[src/rtl/pl_pkg.sv]
// ============================================================================
//  Module  : pl_pkg
//  Brief   : Shared types and constants for elastic pipeline-stage registers.
//  Rev     : 1.0  initial release
// ============================================================================
`default_nettype none

package pl_pkg;

    typedef enum logic [1:0] {
        EMPTY = 2'd0,
        ONE   = 2'd1,
        FULL  = 2'd2
    } pl_stage_state_e;

    localparam logic [31:0] PL_NOP_INSTR = 32'h0000_0013;

    localparam int PL_XLEN          = 32;
    // {instr, pc, pc_plus4}
    localparam int PL_IF_ID_DATA_W  = 3 * PL_XLEN;
    localparam int PL_ID_EX_DATA_W  = 5 * PL_XLEN;
    localparam int PL_CTRL_W        = 20;
    localparam int PL_PERF_CNT_W    = 32;

endpackage

`default_nettype wire

[src/rtl/pl_perf_cnt.sv]
// ============================================================================
//  Module  : pl_perf_cnt
//  Brief   : Single saturating event counter with synchronous clear.
//  Rev     : 1.0  initial release
// ============================================================================
`default_nettype none

module pl_perf_cnt
    import pl_pkg::*;
(
    input  logic                     clk,
    input  logic                     reset,
    input  logic                     i_inc,
    input  logic                     i_clr,
    output logic [PL_PERF_CNT_W-1:0] o_cnt
);

    logic [PL_PERF_CNT_W-1:0] r_cnt;

    always_ff @(posedge clk) begin
        if (reset || i_clr) begin
            r_cnt <= '0;
        end else if (i_inc && (r_cnt != {PL_PERF_CNT_W{1'b1}})) begin
            r_cnt <= r_cnt + 1'b1;
        end
    end

    assign o_cnt = r_cnt;

endmodule

`default_nettype wire

[src/rtl/pl_stage_elastic.sv]
// ============================================================================
//  Module  : pl_stage_elastic
//  Brief   : Elastic pipeline-stage register, 2-entry skid, stall and flush.
//            Optional perf counters when PL_STAGE_PERF_EN is defined.
//  Rev     : 1.0  initial release
// ============================================================================
`default_nettype none

module pl_stage_elastic
    import pl_pkg::*;
#(
    parameter int                DATA_W   = PL_IF_ID_DATA_W,
    parameter int                CTRL_W   = PL_CTRL_W,
    parameter logic [DATA_W-1:0] NOP_DATA = DATA_W'(PL_NOP_INSTR)
) (
    input  logic              clk,
    input  logic              reset,
    input  logic              in_valid,
    output logic              in_ready,
    input  logic [DATA_W-1:0] in_data,
    input  logic [CTRL_W-1:0] in_ctrl,
    input  logic              stall,
    input  logic              flush,
    output logic              out_valid,
    input  logic              out_ready,
    output logic [DATA_W-1:0] out_data,
    output logic [CTRL_W-1:0] out_ctrl
`ifdef PL_STAGE_PERF_EN
    ,
    output logic [31:0]       perf_stall_cnt,
    output logic [31:0]       perf_flush_cnt,
    output logic [31:0]       perf_bubble_cnt
`endif
);

    pl_stage_state_e   r_state;
    pl_stage_state_e   w_state_nxt;
    logic              r_in_ready;
    logic [DATA_W-1:0] r_main_data;
    logic [CTRL_W-1:0] r_main_ctrl;
    logic [DATA_W-1:0] r_skid_data;
    logic [CTRL_W-1:0] r_skid_ctrl;

    logic w_in_xfer;
    logic w_out_xfer;
    logic w_out_valid;

    assign w_out_valid = (r_state != EMPTY);
    assign w_in_xfer   = in_valid & r_in_ready & ~stall & ~flush;
    assign w_out_xfer  = w_out_valid & out_ready & ~stall;

    always_comb begin
        w_state_nxt = r_state;
        case (r_state)
            EMPTY: if (w_in_xfer) w_state_nxt = ONE;
            ONE: begin
                if (w_in_xfer && !w_out_xfer)      w_state_nxt = FULL;
                else if (!w_in_xfer && w_out_xfer) w_state_nxt = EMPTY;
            end
            FULL:    if (w_out_xfer) w_state_nxt = ONE;
            default: w_state_nxt = EMPTY;
        endcase
        if (flush) w_state_nxt = EMPTY;
    end

    // in_ready is registered from the next state, so it already reads 0 in the first FULL cycle.
    always_ff @(posedge clk) begin
        if (reset || flush) begin
            r_state     <= EMPTY;
            r_in_ready  <= 1'b1;
            r_main_data <= NOP_DATA;
            r_main_ctrl <= '0;
            r_skid_data <= NOP_DATA;
            r_skid_ctrl <= '0;
        end else begin
            r_state    <= w_state_nxt;
            r_in_ready <= (w_state_nxt != FULL);

            if (w_in_xfer && ((r_state == EMPTY) || ((r_state == ONE) && w_out_xfer))) begin
                r_main_data <= in_data;
                r_main_ctrl <= in_ctrl;
            end else if ((r_state == FULL) && w_out_xfer) begin
                r_main_data <= r_skid_data;
                r_main_ctrl <= r_skid_ctrl;
            end else if ((r_state == ONE) && w_out_xfer) begin
                r_main_data <= NOP_DATA;
                r_main_ctrl <= '0;
            end

            if ((r_state == ONE) && w_in_xfer && !w_out_xfer) begin
                r_skid_data <= in_data;
                r_skid_ctrl <= in_ctrl;
            end
        end
    end

    assign in_ready  = r_in_ready;
    assign out_valid = w_out_valid;
    assign out_data  = w_out_valid ? r_main_data : NOP_DATA;
    assign out_ctrl  = w_out_valid ? r_main_ctrl : '0;

`ifdef PL_STAGE_PERF_EN
    pl_perf_cnt u_perf_stall (
        .clk   (clk),
        .reset (reset),
        .i_inc (stall),
        .i_clr (1'b0),
        .o_cnt (perf_stall_cnt)
    );

    pl_perf_cnt u_perf_flush (
        .clk   (clk),
        .reset (reset),
        .i_inc (flush),
        .i_clr (1'b0),
        .o_cnt (perf_flush_cnt)
    );

    pl_perf_cnt u_perf_bubble (
        .clk   (clk),
        .reset (reset),
        .i_inc (~w_out_valid & out_ready),
        .i_clr (1'b0),
        .o_cnt (perf_bubble_cnt)
    );
`endif

endmodule

`default_nettype wire

[config.mk]
export PLATFORM = sky130hd
export DESIGN_NAME = pl_stage_elastic
export DESIGN_NICKNAME = d
export VERILOG_FILES = /design/src/rtl/pl_pkg.sv /design/src/rtl/pl_perf_cnt.sv /design/src/rtl/pl_stage_elastic.sv
export SDC_FILE = /design/constraint.sdc
export NUM_CORES = 1
export LEC_CHECK = 0
export CAP_MARGIN = 30
export CORE_MARGIN = 1.5
export CORE_UTILIZATION = 45
export CTS_CLUSTER_SIZE = 16
export DETAILED_ROUTE_END_ITERATION = 16
export GPL_TIMING_DRIVEN = 0
export PLACE_DENSITY = 0.89
export RECOVER_POWER = 25
export SYNTH_ARGS = -nofsm -noshare
export SYNTH_HDL_FRONTEND = slang
export SYNTH_SLANG_ARGS = --single-unit
[constraint.sdc]
create_clock -name clk -period 1.8 [get_ports clk]
set_clock_uncertainty 0.2 [all_clocks]
set_input_delay 0.36 -clock clk [delete_from_list [all_inputs] [get_ports clk]]
set_output_delay 0.36 -clock clk [all_outputs]
set_load 0.05 [all_outputs]
==> results of run 1 <==
[per-stage QoR]
| stage | total power [uW] | hold WS (ns) |
|---|---|---|
| after floorplan | 5690 | 0.227 |
| after global placement | 6110 | 0.233 |
| after detailed placement | 6120 | 0.240 |
| after CTS | 11500 | 0.214 |
| after global routing | 12100 | 0.252 |
| final | 11800 | 0.226 |
[how the worst max path moves through the flow]
stage	start	to	slack (ns)
6_report	r_state[0]	out_data[28]	-0.71
5_1_grt	r_state[1]	out_ctrl[6]	-0.74
4_1_cts	r_state[1]	out_data[76]	-0.70
3_5_place_dp	flush	r_main_data[45]	-1.24
3_3_place_gp	flush	r_main_data[45]	-1.20
2_1_floorplan	in_ready	r_main_ctrl[0]	-0.17
[metal layers]
layer  global-route usage (%)  routed length [um]
met5                        0                   0
met4                     12.5                2360
met3                     6.70                3520
met2                     53.5               22000
met1                     35.4               15600
[kinds of logic after synthesis]
group	after synthesis	share of synthesized area, %
flip-flops	235	48.8
XOR/XNOR	1	0.0909
AND/OR/NAND/NOR	511	25.6
buffers and inverters	103	5.47
AO/OA/AOI/OAI	288	20.0
[cell type report]
class                      instances  area, um^2  area share [%]
multi-input combinational        801        6450            36.8
timing repair buffer             335        4120            23.5
antenna                            2        5.00          0.0285
clock buffer                      34         729            4.16
sequential                       235        4710            26.9
clock inverter                    10         113           0.642
tap                              275         344            1.96
buffer                            90        1060            6.02
inverter                           4        15.0          0.0856
[sequential cells by signal, summed over array words and instances, names as in the netlist]
signal,flops
r_main_data,96
r_skid_data,96
r_main_ctrl,20
r_skid_ctrl,20
r_state,2
in_ready,1
[what timing repair did]
action / CTS / global route
endpoints found under the hold margin: 0 / 0
resized for setup: 1061 / 538
gates cloned: 24 / 17
setup buffers: 37 / 26
hold buffers: 0 / 0
endpoints found under the setup margin: 353 / 352
pin swaps: 97 / 168
[cell usage in the layout (no fill, tap or decap), types with 55 or more instances in the layout]
master,n
nand2_4,101
buf_6,61
clkdlybuf4s50_1,120
a21oi_2,108
nand2_1,117
and2_4,83
buf_8,89
dfxtp_1,232
nor2_1,55
a221o_1,57
and2_1,57
[power by group]
| part | internal (uW) | switching [uW] |
|---|---|---|
| clock | 3120 | 2230 |
| combinational | 592 | 565 |
| sequential | 5250 | 41.5 |
[worst min-delay path, cell delays in order]
cell and delay [ns]:
clkdlybuf4s50_1 0.42, nand2_1 0.08, a21oi_2 0.05
==> flow_summary.toml, run 1 <==
[run_status]
status = "finished with violations"
violations = "setup timing"

[floorplanning]
die_w_um = 149
die-area_mm2 = 0.0223
core_mm2 = 0.0210
io_pins = 240
row_count = 53
die_h_um = 149
start_util_pct = 45.8

[setup_path]
reg2reg_depth = 10
slowest_delay_ns = 0.37
critPathBufInv = 4
path_class = "reg -> out"
cp_top_family = "buffers and inverters"
critPathArrivalTime_ns = 1.95
cp_num_cells = 6
worst_setup_path_end_kind = "output port"
worstPathRequired_ns = 1.24
timing.rr.start = "r_state[0]"
critical_path.max_fanout = 8
crit_chain = "buf_6, buf_12, or2_4, clkbuf_8, and2_4, buf_8"
r2r_slack_ns = -0.69
reg2reg_to = "r_main_ctrl[8]"
startpoint_type = "register"
cp_slowest_cell = "or2_4"

[sta]
setup-tns-final_ns = -206.69
maxSlewViolCount = 0
worst_slack_ns = -0.712
setup_viol = 352
hold_viol_final = 0
fmax_ghz = 0.398
worst_pin_slew_ns = 0.936
relSlewSlack_pct = 37.6
fin_crit_ns = 2.51
rsz0062_at_grt = "true"
period_share_pct = 140

[clock_network]
h-tree-depth = 1
numCtsBuffers = 24
clock_latency_ns = 0.53
cts.sinks = 235
cts_tree = "built"
cts_root_buf = "clkbuf_16"
clk_path_buf_depth = 3
clk_pin_slew_ns = 0.07

[placement]
place.gp.congestion = 0.826
place_hpwl_um = 20500
portBuffers = 239
post-place-ws_ns = -1.24
postPlaceCellArea_mm2 = 0.0127
dp_cells = 1652

[synthesis]
ys_seq_area_share_pct = 48.8
synth.top_cell.area_share_pct = 48.8
synth-seq-cells = 235
synthCells = 1138
yosys_warnings = 0
synth_area_leader_cell = "dfxtp_1"
syn_area_mm2 = 0.00963
async_flop_share_pct = 0
synth_cell_types = 35
synth-edff-count = 0
synth_nets = 1260
ys.flop_type = "dfxtp_1"
synth_commonest_cells = "235 x dfxtp_1, 234 x nand2_1, 170 x and2_1"
syn_area_per_cell_um2 = 8.47
synthMostInstantiatedCell = "dfxtp_1"
synthTopCellsByArea = "dfxtp_1 49%, and2_1 11%, nand2_1 9.1%"

[detailed_routing]
ant_nets = 0
drc = 0
drtIter0Drc = 927
wirelength_um = 43500
firstDrtPassIters = 5
avgViaCountPerCell = 5.96
wl_per_cell_um = 24.3
routed-via-count = 10600

[final_layout]
postLayoutCellArea_mm2 = 0.0175
layout.nets = 1613
areaGrowthSynthToFinish_pct = 82.1
drive_above_1_share_pct = 51.2
fill_cells = 987
utilization_pct = 83.5
fin_cells = 1786

[job]
cap_viol_max_count = 0

[global_routing]
grt_pass1_wl_um = 53200
gr-usage-all-layers_pct = 30.3
grt_max_degree = 15
grt_overflow = 0
grt_antenna_before_repair = 0
first_global_vias = 9965

[hold_path]
holdCritPathClass = "in -> reg"
hold_start = "in_data[49]"
holdPathEnd = "r_skid_data[49]"
worstHoldPathCells = 3

[pwr]
p_per_area_mw_per_mm2 = 673
leakage_uw = 0.00646
ir_worst_vdd_v = 0.000651
(Power assumes the default switching activity.)
==> inputs of run 2 (changes only) <==
--- a/constraint.sdc
+++ b/constraint.sdc
@@ -4,2 +4,2 @@
 set_output_delay 0.36 -clock clk [all_outputs]
-set_load 0.05 [all_outputs]
+set_load 0.02 [all_outputs]
==> flow_summary.toml, run 2 (synthesized netlist as in run 1, its figures left out) <==
[clock_network]
numCtsBuffers = 24
cts_root_buf = "clkbuf_16"
cts_tree = "built"
ctsHoldBuffers = 0
cts.sinks = 235
clk_path_buf_depth = 3
clk_pin_slew_ns = 0.07
clock_latency_ns = 0.51
h-tree-depth = 1

[detailed_routing]
drtIter0Drc = 734
wirelength_um = 36000
routed-via-count = 10200
avgViaCountPerCell = 5.70
firstDrtPassIters = 5
ant_nets = 0
drc = 0
wl_per_cell_um = 20.2

[final_layout]
drive_above_1_share_pct = 33.9
top_regs = "r_main_data x96, r_skid_data x96"
areaGrowthSynthToFinish_pct = 64.9
final_cell_mix = "232 x dfxtp_1, 205 x nand2_1, 136 x a21oi_1"
final_common_cell = "dfxtp_1"
layout.nets = 1613

[placement]
portBuffers = 239
place_hpwl_um = 20600
place.gp.congestion = 0.822

[setup_path]
critical_path.max_fanout = 8
worstPathRequired_ns = 1.24
crit_start = "r_state[1]"
timing.rr.start = "r_state[1]"
critPathArrivalTime_ns = 1.92
reg2reg_depth = 8
startpoint_type = "register"
worst_setup_path_end_kind = "output port"
path_class = "reg -> out"
crit_end = "out_ctrl[0]"
reg2reg_to = "r_skid_data[22]"
r2r_slack_ns = -0.57

[floorplanning]
io_pins = 240
core_mm2 = 0.0210
die-area_mm2 = 0.0223
row_count = 53
start_util_pct = 45.8
die_h_um = 149
die_w_um = 149

[global_routing]
grt_antenna_before_repair = 1
grt_max_degree = 15
grt.busiest_layer = "met2"
grt.met3_usage_pct = 6.42
grt_pass1_wl_um = 52300
gr-usage-all-layers_pct = 29.7
first_global_vias = 9927
grt_overflow = 0
globalRouteMet1Util_pct = 33.8
met2_usage_pct = 53.8

[pwr]
p_per_area_mw_per_mm2 = 724
leakage_uw = 0.00628
ir_worst_vdd_v = 0.000606

[sta]
worst_slack_ns = -0.676
period_share_pct = 138
rsz0062_at_grt = "true"
setup_viol = 351
fmax_ghz = 0.404
worst_pin_slew_ns = 0.760
timing.hold.ws_ns = 0.224
hold_viol_final = 0
relSlewSlack_pct = 49.3
fin_crit_ns = 2.48
setup-tns-final_ns = -173.82
maxSlewViolCount = 0

[run_status]
violations = "setup timing"
status = "finished with violations"

[hold_path]
worstHoldPathCells = 3
holdCritPathClass = "in -> reg"

[job]
cap_viol_max_count = 0
==> run 2: layout make-up <==
cell class	instances	area, um^2
Tap cell	275	344
Clock inverter	9	97.6
Buffer	96	1060
Timing Repair Buffer	329	3760
Inverter	4	15.0
Fill cell	1260	5130
Clock buffer	35	733
Sequential cell	235	4710
Multi-Input combinational cell	801	5160
Antenna cell	2	5.00
==> run 2: power breakdown <==
part           switching [uW]  internal, uW
Clock                    2070          3110
Sequential               30.3          5250
Combinational             479           566
==> run 2: worst min-delay path by stage <==
stage | from | end | slack (ns)
2_1_floorplan | r_skid_ctrl[0] | r_skid_ctrl[0] | 0.23
3_3_place_gp | r_skid_data[93] | r_skid_data[93] | 0.23
3_5_place_dp | r_skid_ctrl[6] | r_skid_ctrl[6] | 0.24
4_1_cts | in_data[53] | r_skid_data[53] | 0.21
5_1_grt | in_data[69] | r_skid_data[69] | 0.25
6_report | in_data[53] | r_skid_data[53] | 0.22
==> run 2: per-stage QoR <==
stage / cell area, um^2 / instances / power, uW / worst slack, ns / utilization [%]
after CTS: 15100 / 1759 / 11400 / -0.677 / 71.6
after global routing: 15900 / 1784 / 11800 / -0.699 / 75.6
final: 15900 / 1786 / 11500 / -0.676 / 75.6
after floorplan: 9830 / 1138 / 5680 / -0.133 / -
after detailed placement: 12600 / 1652 / 6120 / -1.27 / 59.8
after global placement: 12600 / 1652 / 6100 / -1.18 / 59.8
==> run 2: metal layers <==
metal / wire (um) / part of all wire, % / vias to the layer above
li1: - / - / 4603
met1: 13200 / 37 / 4876
met2: 18200 / 50 / 560
met3: 3100 / 8.6 / 139
met4: 1540 / 4.3 / 0
met5: 0 / 0 / -
==> run 2: repair_timing <==
action                                  CTS  global route
pin swaps                                49            47
gates resized for setup                 812           175
buffers inserted                         37            21
endpoints found under the setup margin  353           353
gates cloned                             29             8
==> run 2: worst max-delay path, cell delays in order, from the launching register on <==
cell	delay (ns)
dfxtp_2	0.33
buf_6	0.12
or2_4	0.32
clkbuf_16	0.20
clkbuf_16	0.16
and2_4	0.15
buf_6	0.12
